**src/rtl/hpc_event_reporter.sv**
```systemverilog
// -----------------------------------------------------------------------------
// hpc_event_reporter
//
// Watches the writeback (retire) stage of the single-issue in-order core and
// produces one classified, single-cycle report per retired instruction for
// the performance-counter unit. Each retired instruction is held until the
// next one retires, because only then is its true next PC known. On drain
// (halt / end of program) the held instruction is flushed with next_pc=pc+4.
// The bus also carries per-cycle stall-cause levels.
//
// Ports:
//   clk, rst_i            core clock, asynchronous active-low reset
//   wb_valid, wb_stall    WB occupancy / hold (held instr is re-presented)
//   wb_stall_alu/_mem     stall cause qualifiers
//   wb_pc, wb_inst        PC and instruction word in WB
//   drain                 flush the held instruction
//   req_*                 registered report fields (idle: RESET_PC / 0)
//   stall_by_ALU/_MEM     registered stall-cause levels, one cycle delayed
//   busy                  an instruction is held and not yet reported
// -----------------------------------------------------------------------------
module hpc_event_reporter #(
  parameter logic [31:0] RESET_PC = 32'h0000_0000
) (
  input  logic        clk,
  input  logic        rst_i,
  input  logic        wb_valid,
  input  logic        wb_stall,
  input  logic        wb_stall_alu,
  input  logic        wb_stall_mem,
  input  logic [31:0] wb_pc,
  input  logic [31:0] wb_inst,
  input  logic        drain,
  output logic [31:0] req_pc,
  output logic [31:0] req_next_pc,
  output logic [31:0] req_inst_opcode,
  output logic        req_inst_valid,
  output logic        req_inst_commit,
  output logic        req_inst_retired,
  output logic        req_inst_ALU,
  output logic        req_inst_div,
  output logic        req_inst_mul,
  output logic        req_inst_load,
  output logic        req_inst_store,
  output logic        req_inst_branch,
  output logic        req_branch_taken,
  output logic [31:0] req_branch_inst_pc,
  output logic [31:0] req_branch_target,
  output logic        stall_by_ALU,
  output logic        stall_by_MEM,
  output logic        busy
);

  typedef enum logic [1:0] {
    ST_EMPTY = 2'd0,
    ST_HOLD  = 2'd1,
    ST_FLUSH = 2'd2
  } state_t;

  // Class vector bit positions: {alu, div, mul, load, store, branch}
  localparam int CLS_ALU    = 5;
  localparam int CLS_DIV    = 4;
  localparam int CLS_MUL    = 3;
  localparam int CLS_LOAD   = 2;
  localparam int CLS_STORE  = 1;
  localparam int CLS_BRANCH = 0;

  // Decode the major opcode into the class vector; jal/jalr/system/unknown
  // instructions are reported with no class flag set.
  function automatic logic [5:0] classify(input logic [31:0] inst);
    logic [5:0] cls;
    cls = 6'b00_0000;
    case (inst[6:0])
      7'b011_0011: begin
        // M-extension shares the OP opcode; funct3[2] splits mul from div
        if (inst[31:25] == 7'b000_0001) begin
          if (inst[14]) begin
            cls[CLS_DIV] = 1'b1;
          end else begin
            cls[CLS_MUL] = 1'b1;
          end
        end else begin
          cls[CLS_ALU] = 1'b1;
        end
      end
      7'b001_0011: cls[CLS_ALU]    = 1'b1;
      7'b011_0111: cls[CLS_ALU]    = 1'b1;
      7'b001_0111: cls[CLS_ALU]    = 1'b1;
      7'b000_0011: cls[CLS_LOAD]   = 1'b1;
      7'b010_0011: cls[CLS_STORE]  = 1'b1;
      7'b110_0011: cls[CLS_BRANCH] = 1'b1;
      default:     cls             = 6'b00_0000;
    endcase
    return cls;
  endfunction

  // Sign-extended B-type immediate (bit 0 always zero).
  function automatic logic [31:0] b_imm(input logic [31:0] inst);
    return {{19{inst[31]}}, inst[31], inst[7], inst[30:25], inst[11:8], 1'b0};
  endfunction

  state_t      state_r;
  logic [31:0] held_pc_r;
  logic [31:0] held_inst_r;

  logic [31:0] pc_r;
  logic [31:0] next_pc_r;
  logic [31:0] opcode_r;
  logic        valid_r;
  logic [5:0]  cls_r;
  logic        taken_r;
  logic [31:0] bpc_r;
  logic [31:0] target_r;
  logic        stall_alu_r;
  logic        stall_mem_r;
  logic        busy_r;

  logic        capture_s;
  logic        fire_s;
  logic [31:0] next_pc_s;
  logic [31:0] held_pc_plus4_s;
  logic [5:0]  cls_s;
  logic        is_branch_s;
  logic        taken_s;
  logic [31:0] target_s;

  assign capture_s       = wb_valid & ~wb_stall;
  assign held_pc_plus4_s = held_pc_r + 32'd4;
  assign cls_s           = classify(held_inst_r);
  assign is_branch_s     = cls_s[CLS_BRANCH];
  assign target_s        = held_pc_r + b_imm(held_inst_r);
  assign taken_s         = is_branch_s & (next_pc_s != held_pc_plus4_s);

  // Decide whether the held instruction is reported this cycle and with
  // which next PC: a new retirement supplies it directly, a drain implies
  // sequential fall-through.
  always_comb begin
    fire_s    = 1'b0;
    next_pc_s = RESET_PC;
    case (state_r)
      ST_EMPTY: begin
        fire_s    = 1'b0;
        next_pc_s = RESET_PC;
      end
      ST_HOLD: begin
        if (capture_s) begin
          fire_s    = 1'b1;
          next_pc_s = wb_pc;
        end else if (drain) begin
          fire_s    = 1'b1;
          next_pc_s = held_pc_plus4_s;
        end else begin
          fire_s    = 1'b0;
          next_pc_s = RESET_PC;
        end
      end
      ST_FLUSH: begin
        fire_s    = 1'b1;
        next_pc_s = held_pc_plus4_s;
      end
      default: begin
        fire_s    = 1'b0;
        next_pc_s = RESET_PC;
      end
    endcase
  end

  // Hold FSM together with the registered report fields; every report field
  // returns to its idle value on any cycle without a report.
  always_ff @(posedge clk or negedge rst_i) begin
    if (!rst_i) begin
      state_r     <= ST_EMPTY;
      held_pc_r   <= RESET_PC;
      held_inst_r <= 32'h0000_0000;
      busy_r      <= 1'b0;
      pc_r        <= RESET_PC;
      next_pc_r   <= RESET_PC;
      opcode_r    <= 32'h0000_0000;
      valid_r     <= 1'b0;
      cls_r       <= 6'b00_0000;
      taken_r     <= 1'b0;
      bpc_r       <= RESET_PC;
      target_r    <= RESET_PC;
    end else begin
      case (state_r)
        ST_EMPTY: begin
          if (capture_s) begin
            held_pc_r   <= wb_pc;
            held_inst_r <= wb_inst;
            state_r     <= drain ? ST_FLUSH : ST_HOLD;
            busy_r      <= 1'b1;
          end else begin
            state_r <= ST_EMPTY;
            busy_r  <= 1'b0;
          end
        end
        ST_HOLD: begin
          if (capture_s) begin
            held_pc_r   <= wb_pc;
            held_inst_r <= wb_inst;
            state_r     <= drain ? ST_FLUSH : ST_HOLD;
            busy_r      <= 1'b1;
          end else if (drain) begin
            state_r <= ST_EMPTY;
            busy_r  <= 1'b0;
          end else begin
            state_r <= ST_HOLD;
            busy_r  <= 1'b1;
          end
        end
        ST_FLUSH: begin
          // Core is halted: anything still arriving in WB is discarded.
          state_r <= ST_EMPTY;
          busy_r  <= 1'b0;
        end
        default: begin
          state_r <= ST_EMPTY;
          busy_r  <= 1'b0;
        end
      endcase

      if (fire_s) begin
        pc_r      <= held_pc_r;
        next_pc_r <= next_pc_s;
        opcode_r  <= held_inst_r;
        valid_r   <= 1'b1;
        cls_r     <= cls_s;
        taken_r   <= taken_s;
        bpc_r     <= is_branch_s ? held_pc_r : RESET_PC;
        target_r  <= is_branch_s ? target_s : RESET_PC;
      end else begin
        pc_r      <= RESET_PC;
        next_pc_r <= RESET_PC;
        opcode_r  <= 32'h0000_0000;
        valid_r   <= 1'b0;
        cls_r     <= 6'b00_0000;
        taken_r   <= 1'b0;
        bpc_r     <= RESET_PC;
        target_r  <= RESET_PC;
      end
    end
  end

  // Stall-cause levels are independent of the hold FSM.
  always_ff @(posedge clk or negedge rst_i) begin
    if (!rst_i) begin
      stall_alu_r <= 1'b0;
      stall_mem_r <= 1'b0;
    end else begin
      stall_alu_r <= wb_valid & wb_stall & wb_stall_alu;
      stall_mem_r <= wb_valid & wb_stall & wb_stall_mem;
    end
  end

  assign req_pc             = pc_r;
  assign req_next_pc        = next_pc_r;
  assign req_inst_opcode    = opcode_r;
  assign req_inst_valid     = valid_r;
  assign req_inst_commit    = valid_r;
  assign req_inst_retired   = valid_r;
  assign req_inst_ALU       = cls_r[CLS_ALU];
  assign req_inst_div       = cls_r[CLS_DIV];
  assign req_inst_mul       = cls_r[CLS_MUL];
  assign req_inst_load      = cls_r[CLS_LOAD];
  assign req_inst_store     = cls_r[CLS_STORE];
  assign req_inst_branch    = cls_r[CLS_BRANCH];
  assign req_branch_taken   = taken_r;
  assign req_branch_inst_pc = bpc_r;
  assign req_branch_target  = target_r;
  assign stall_by_ALU       = stall_alu_r;
  assign stall_by_MEM       = stall_mem_r;
  assign busy               = busy_r;

endmodule

```
**config.mk**
```make
export PLATFORM = sky130hd
export DESIGN_NAME = hpc_event_reporter
export DESIGN_NICKNAME = d
export VERILOG_FILES = /design/src/rtl/hpc_event_reporter.sv
export SDC_FILE = /design/constraint.sdc
export NUM_CORES = 1
export LEC_CHECK = 0
export BUFFER_PORTS_ARGS = -buffer_cell sky130_fd_sc_hd__buf_2
export CAP_MARGIN = 5
export CORE_ASPECT_RATIO = 1.25
export CORE_MARGIN = 2
export CORE_UTILIZATION = 35
export CTS_CLUSTER_DIAMETER = 120
export CTS_CLUSTER_SIZE = 30
export DETAILED_ROUTE_END_ITERATION = 6
export SYNTH_ARGS = -nofsm -noshare
export SYNTH_HDL_FRONTEND = slang
export SYNTH_SLANG_ARGS = --single-unit
```
**constraint.sdc**
```tcl
create_clock -name clk -period 8.6 [get_ports clk]
set_clock_uncertainty 0.15 [all_clocks]
set_input_delay 0.43 -clock clk [delete_from_list [all_inputs] [get_ports clk]]
set_output_delay 0.43 -clock clk [all_outputs]
set_load 0.01 [all_outputs]
```
==> results of run 1 <==
worst paths after layout:
check	startpoint	to	slack (ns)
min in group asynchronous	rst_i	req_inst_commit	0.45
setup / recovery	state_r[0]	req_branch_inst_pc[27]	4.50
hold reg to reg	held_inst_r[20]	req_inst_opcode[20]	0.33
setup reg to reg	state_r[0]	req_branch_inst_pc[27]	4.50
hold / removal	wb_inst[1]	held_inst_r[1]	0.02
max in group asynchronous	rst_i	held_pc_r[17]	6.46
where the power goes:
part           switching, W  total, W  internal (W)
sequential         0.000132   0.00131       0.00118
combinational      0.000420  0.000748      0.000327
clock              0.000343  0.000607      0.000264
total              0.000895   0.00267       0.00177
registers in the layout, indices dropped and copies added, names as in the netlist:
signal	count
held_pc_r	32
stall_by_MEM	1
state_r	2
held_inst_r	32
req_pc	32
req_inst_commit	1
busy	1
req_branch_target	32
req_next_pc	32
req_branch_inst_pc	31
req_branch_taken	1
stall_by_ALU	1
req_inst_opcode	32
cls_r	6
logic make-up (layout without fill, tap and decap cells):
kind of cell | count (synthesis) | in the layout
XOR/XNOR | 55 | 55
flip-flops | 236 | 236
AO/OA/AOI/OAI | 182 | 182
multiplexers | 62 | 62
adder cells (fa/ha/maj) | 35 | 35
buffers and inverters | 69 | 279
AND/OR/NAND/NOR | 374 | 374
Yosys cell counts, drive strengths merged, types with 5 or more instances:
cell	count	share of area [%]
dfrtp	236	54
a31oi	9	0.51
a21oi	62	2.8
nand2	68	2.3
nand4	20	1.5
and2	98	5.6
and3	8	0.45
mux2	60	6.1
o21ai	33	1.6
a211oi	9	0.66
xor2	31	2.5
buf	19	1.3
inv	14	0.48
a21o	22	1.5
clkbuf	35	1.3
nor2	117	4.1
xnor2	24	2.0
nand2b	6	0.36
ha	34	3.9
a22oi	5	0.34
nor4	7	0.45
nand3	24	1.2
nor3	8	0.41
per-layer routing:
metal	vias up	GRT usage, %	wire length, µm
met2	286	30.56	14810
li1	3897	-	-
met1	4063	24.40	12840
met5	-	0	0
met3	37	2.647	1843
met4	0	4.772	625
through the flow:
stage / power, W / cells / hold WS, ns / util [%] / setup WS (ns)
2_1_floorplan: 0.001859 / 1013 / -0.01559 / - / 5.601
3_3_place_gp: 0.002073 / 1617 / 0.3045 / 40.47 / 4.634
3_5_place_dp: 0.002082 / 1617 / 0.3141 / 40.47 / 4.464
4_1_cts: 0.002693 / 1630 / 0.008562 / 41.49 / 4.428
5_1_grt: 0.002833 / 1630 / 0.01201 / 41.49 / 4.097
6_report: 0.002667 / 1630 / 0.02148 / 41.49 / 4.503
area by class of cell:
| class | instances | area [µm²] | share of cell area [%] |
|---|---|---|---|
| multi-input combinational | 708 | 4778 | 37.17 |
| tap | 407 | 509.2 | 3.961 |
| clock inverter | 1 | 30.03 | 0.2336 |
| clock buffer | 11 | 275.3 | 2.141 |
| timing repair buffer | 252 | 1296 | 10.08 |
| inverter | 15 | 61.31 | 0.4769 |
| sequential | 236 | 5906 | 45.94 |
what timing repair did:
| item | CTS | global route |
|---|---|---|
| hold endpoints to repair | 118 | 0 |
| setup endpoints to repair | 0 | 0 |
| hold buffers | 1 | 0 |
==> reports/metrics.cfg, run 1 <==
[cells_and_area]
num-fill-cells=3048
antenna_cells=0
final_common_cell=buf_2
drive_gt1_share_pct=28.62
synthToLayoutAreaGrowth_pct=16.74
fin_area_mm2=0.01286
layout_common_cells=242 x buf_2, 236 x dfrtp_1, 113 x nor2_1
nets=1330

[floorplan]
core_mm2=0.03099
dieArea_mm2=0.03291
start_util_pct=35.54
num_io_pins=244
die_w_um=162.7
num_rows=72
die_h_um=202.3

[detailed_routing]
drt_iter0_drc=684
drtAntennaViolNets=0
totalWireLength_mm=30.12
via_per_inst=5.082
firstDrtPassIters=6
dr_total_vias=8283
drc=0
wire_per_inst_um=18.48

[sta]
fin_crit_ns=4.097
slew_violations=0
worst_pin_slew_ns=1.109
slew-limit-headroom_pct=25.96
setup_viol_count_final=0
hold_viol_final=0
setup_tns_ns=0
rsz0062_at_grt=false
max_freq_ghz=0.2441
fin_crit_sh_pct=47.64

[critical_path]
crit_arrival_ns=4.32
crit_chain=ha_1 > and3b_1 > buf_4 > o21ai_4 > clkinv_4 > and2_1 > and3b_1 > nand4_2 > buf_4 > inv_1 > and2_1
cp_num_cells=11
rr_worst_depth=11
critical_path_class=reg -> reg
crit_fanout=71
critPathTopFamily=buffers and inverters
max_stage_delay_ns=0.59
endpoint_kind=flip-flop
start_kind=flip-flop
worst_path_max_delay_cell=inv_1
required_ns=8.82
crit_buf_inv=4

[yosys]
syn-mean-instance-area_um2=10.87
yosysUniqueCellTypes=74
synth_top_family_by_area=simple AND/OR/NAND/NOR gates
synth.area.mux_share_pct=6.317
syn-cell-area_mm2=0.01101
async_flop_share_pct=100.0
synth-main-ff-cell=dfrtp_1
syn-num-nets=1119
synth-xor-area-share_pct=4.442
synthAdderAreaFrac_pct=4.045
ys_ff_latch=236
synth_simple_gate_area_share_pct=17.71
ys_seq_area_share_pct=53.62
yosysWarningCount=0
synth_compound_area_share_pct=10.75
syn_inst=1013
synth_edf_count=0

[clock_tree]
clock-sinks=236
cts_tree=yes
htree_num_levels=1
clk_pin_slew_worst_paths_ns=0.12
cts_resized=0
insertion_delay_ns=0.48
clockBufferDepth=3
cts_root_buffer=clkbuf_16
cts-buffers-inserted=11
cts_setup_buffers=0

[outcome]
status=completed

[power_and_ir_drop]
max-vdd-ir-drop_uv=101.4
leakagePower_nw=6.506
powerDensity_mw_per_mm2=207.5

[global_routing]
grt_pass1_vias=8161
grt_start_max_net_pins=121
grt_first_pass_wirelength_mm=46.60
grt.total_usage_pct=18.11
antenna_found_initial=1
grt_overflow_total=0

[job]
cap_viol_max_count=0

[hold_path]
min_path_cells=2
hold_path_class=in -> reg

[place]
place_area_mm2=0.01254
dp_hpwl_mm=22.02
portBuffers=243
gp_congestion=0.8967

Note: power is estimated with default switching activity, not from simulation.
==> inputs of run 2 (changes only) <==
clock period = 4.3 ns   (was 8.6 ns; I/O delays follow)
==> run 2 against run 1 <==
  * Sequential cell count unchanged
  * First-iteration DRC count increased by 2.0%
  * Global-route usage increased by 0.57 points
  * Maximum frequency increased by 19%
  * Utilization increased by 2.4 points
  * Largest power group unchanged
  * Clock-buffer cell count increased by 1
==> reports/metrics.cfg, run 2 (synthesis results as in run 1) <==
[floorplan]
start_util_pct=35.54  ; unchanged
die_w_um=162.7  ; unchanged
num_rows=72  ; unchanged
num_io_pins=244  ; unchanged
core_mm2=0.03099  ; unchanged
die_h_um=202.3  ; unchanged
dieArea_mm2=0.03291  ; unchanged

[sta]
slew_violations=0  ; unchanged
rsz0062_at_grt=false
worst_pin_slew_ns=0.8849  ; -0.2245 ns
setup_ws_ns=0.8485  ; -3.655 ns
setup_tns_ns=0  ; unchanged
setup_viol_count_final=0  ; unchanged
max_freq_ghz=0.2897  ; +19%
slew-limit-headroom_pct=41.00  ; +15 points
fin_crit_ns=3.452  ; -0.6453 ns
fin_crit_sh_pct=80.27  ; +33 points
hold_viol_final=0  ; unchanged

[critical_path]
crit_fanout=11  ; -85%
required_ns=4.51  ; -4.31 ns
endpoint_kind=flip-flop
start_kind=flip-flop
crit_arrival_ns=3.67  ; -0.65 ns
critical_path_class=reg -> reg

[global_routing]
grt.busiest_layer=met2
grt_first_pass_wirelength_mm=48.16  ; +3.3%
antenna_found_initial=0  ; -1
grt_pass1_vias=8489  ; +4.0%
grt_use_met1_pct=25.20  ; +0.79 points
grt_overflow_total=0  ; unchanged
grt.total_usage_pct=18.68  ; +0.57 points
gr-usage-met2_pct=32.19  ; +1.6 points
grt_start_max_net_pins=113  ; -6.6%
grt.met3_usage_pct=2.257  ; -0.39 points

[detailed_routing]
drc=0  ; unchanged
dr_total_vias=8515  ; +2.8%
drt_iter0_drc=698  ; +2.0%
totalWireLength_mm=31.63  ; +5.0%
firstDrtPassIters=5  ; -1
via_per_inst=4.997  ; -1.7%
wire_per_inst_um=18.56  ; +0.45%
drtAntennaViolNets=0  ; unchanged

[place]
gp_congestion=0.9227  ; +2.9%
dp_hpwl_mm=22.77  ; +3.4%
portBuffers=243  ; unchanged
place_ws_ns=0.9051  ; -3.559 ns
placedCellCount=1621  ; +0.25%

[cells_and_area]
antenna_cells=0  ; unchanged
final_common_cell=buf_2
nets=1403  ; +5.5%
final_cells=1704  ; +4.5%
synthToLayoutAreaGrowth_pct=23.43
final_core_util_pct=43.86  ; +2.4 points
layout_common_cells=242 x buf_2, 236 x dfrtp_1, 113 x nor2_1
drive_gt1_share_pct=27.29  ; -1.3 points

[power_and_ir_drop]
max-vdd-ir-drop_uv=235.4  ; +130%
powerDensity_mw_per_mm2=393.6  ; +90%
leakagePower_nw=6.821  ; +4.8%

[outcome]
status=completed

[job]
cap_viol_max_count=0  ; unchanged

[clock_tree]
insertion_delay_ns=0.48  ; about the same
clk_pin_slew_worst_paths_ns=0.12  ; about the same
cts_tree=yes
cts_root_buffer=clkbuf_16
htree_num_levels=1  ; unchanged
clock-sinks=236  ; unchanged
cts-buffers-inserted=11  ; unchanged
cts_resized=0  ; unchanged
clockBufferDepth=3  ; unchanged

[hold_path]
hold_path_class=in -> reg

[run 2: stage by stage]
step	instance area (µm²)	power, W	hold slack (ns)
floorplan	11010	0.003719	-0.2306
global placement	12610	0.004179	0.1907
detailed placement	12610	0.004188	0.2046
CTS	13590	0.005404	0.01578
global route	13590	0.005694	0.04119
finish	13590	0.005350	0.03373
[run 2: layer usage]
| metal | vias to the layer above | wire length (µm) |
|---|---|---|
| li1 | 4055 | - |
| met1 | 4154 | 14000 |
| met2 | 279 | 15550 |
| met3 | 27 | 1566 |
| met4 | 0 | 514 |
| met5 | - | 0 |
[run 2: layout make-up]
| cell class | count | area, µm² |
|---|---|---|
| Sequential cell | 236 | 5906 |
| Tap cell | 407 | 509.2 |
| Inverter | 15 | 61.31 |
| Clock buffer | 12 | 279.0 |
| Multi-Input combinational cell | 708 | 4778 |
| Fill cell | 2999 | 17400 |
| Clock inverter | 1 | 5.005 |
| Timing Repair Buffer | 325 | 2054 |
[run 2: critical path, cell delays in order, from the launching register on]
cell and delay [ns]:
dfrtp_1 0.63, ha_1 0.34, nand4_4 0.15, nor4_1 0.38, xnor2_1 0.28, a211oi_1 0.10, or4_1 0.50, a2111oi_2 0.24
o2111ai_1 0.17, nor4_1 0.29, a31oi_1 0.11
[run 2: path summary, 6_finish.rpt]
kind                                 start                   to  slack [ns]  cells past startpoint
max in group asynchronous            rst_i         held_pc_r[0]        2.78                      3
min reg2reg                held_inst_r[20]  req_inst_opcode[20]        0.34                      1
min in group asynchronous            rst_i           req_pc[29]        0.22                      2
max reg2reg                   held_pc_r[2]     req_branch_taken        0.85                     10
max                           held_pc_r[2]     req_branch_taken        0.85                     10
min                               wb_valid                 busy        0.03                      3
[run 2: repair_timing]
item                                   CTS  global route
endpoints found under the hold margin  209             0
hold buffers                            70             0
setup buffers                            0             0
[run 2: report_power, final]
group	switching [W]	internal [W]
Clock	0.000677	0.000472
Combinational	0.000880	0.000703
Sequential	0.000258	0.00236
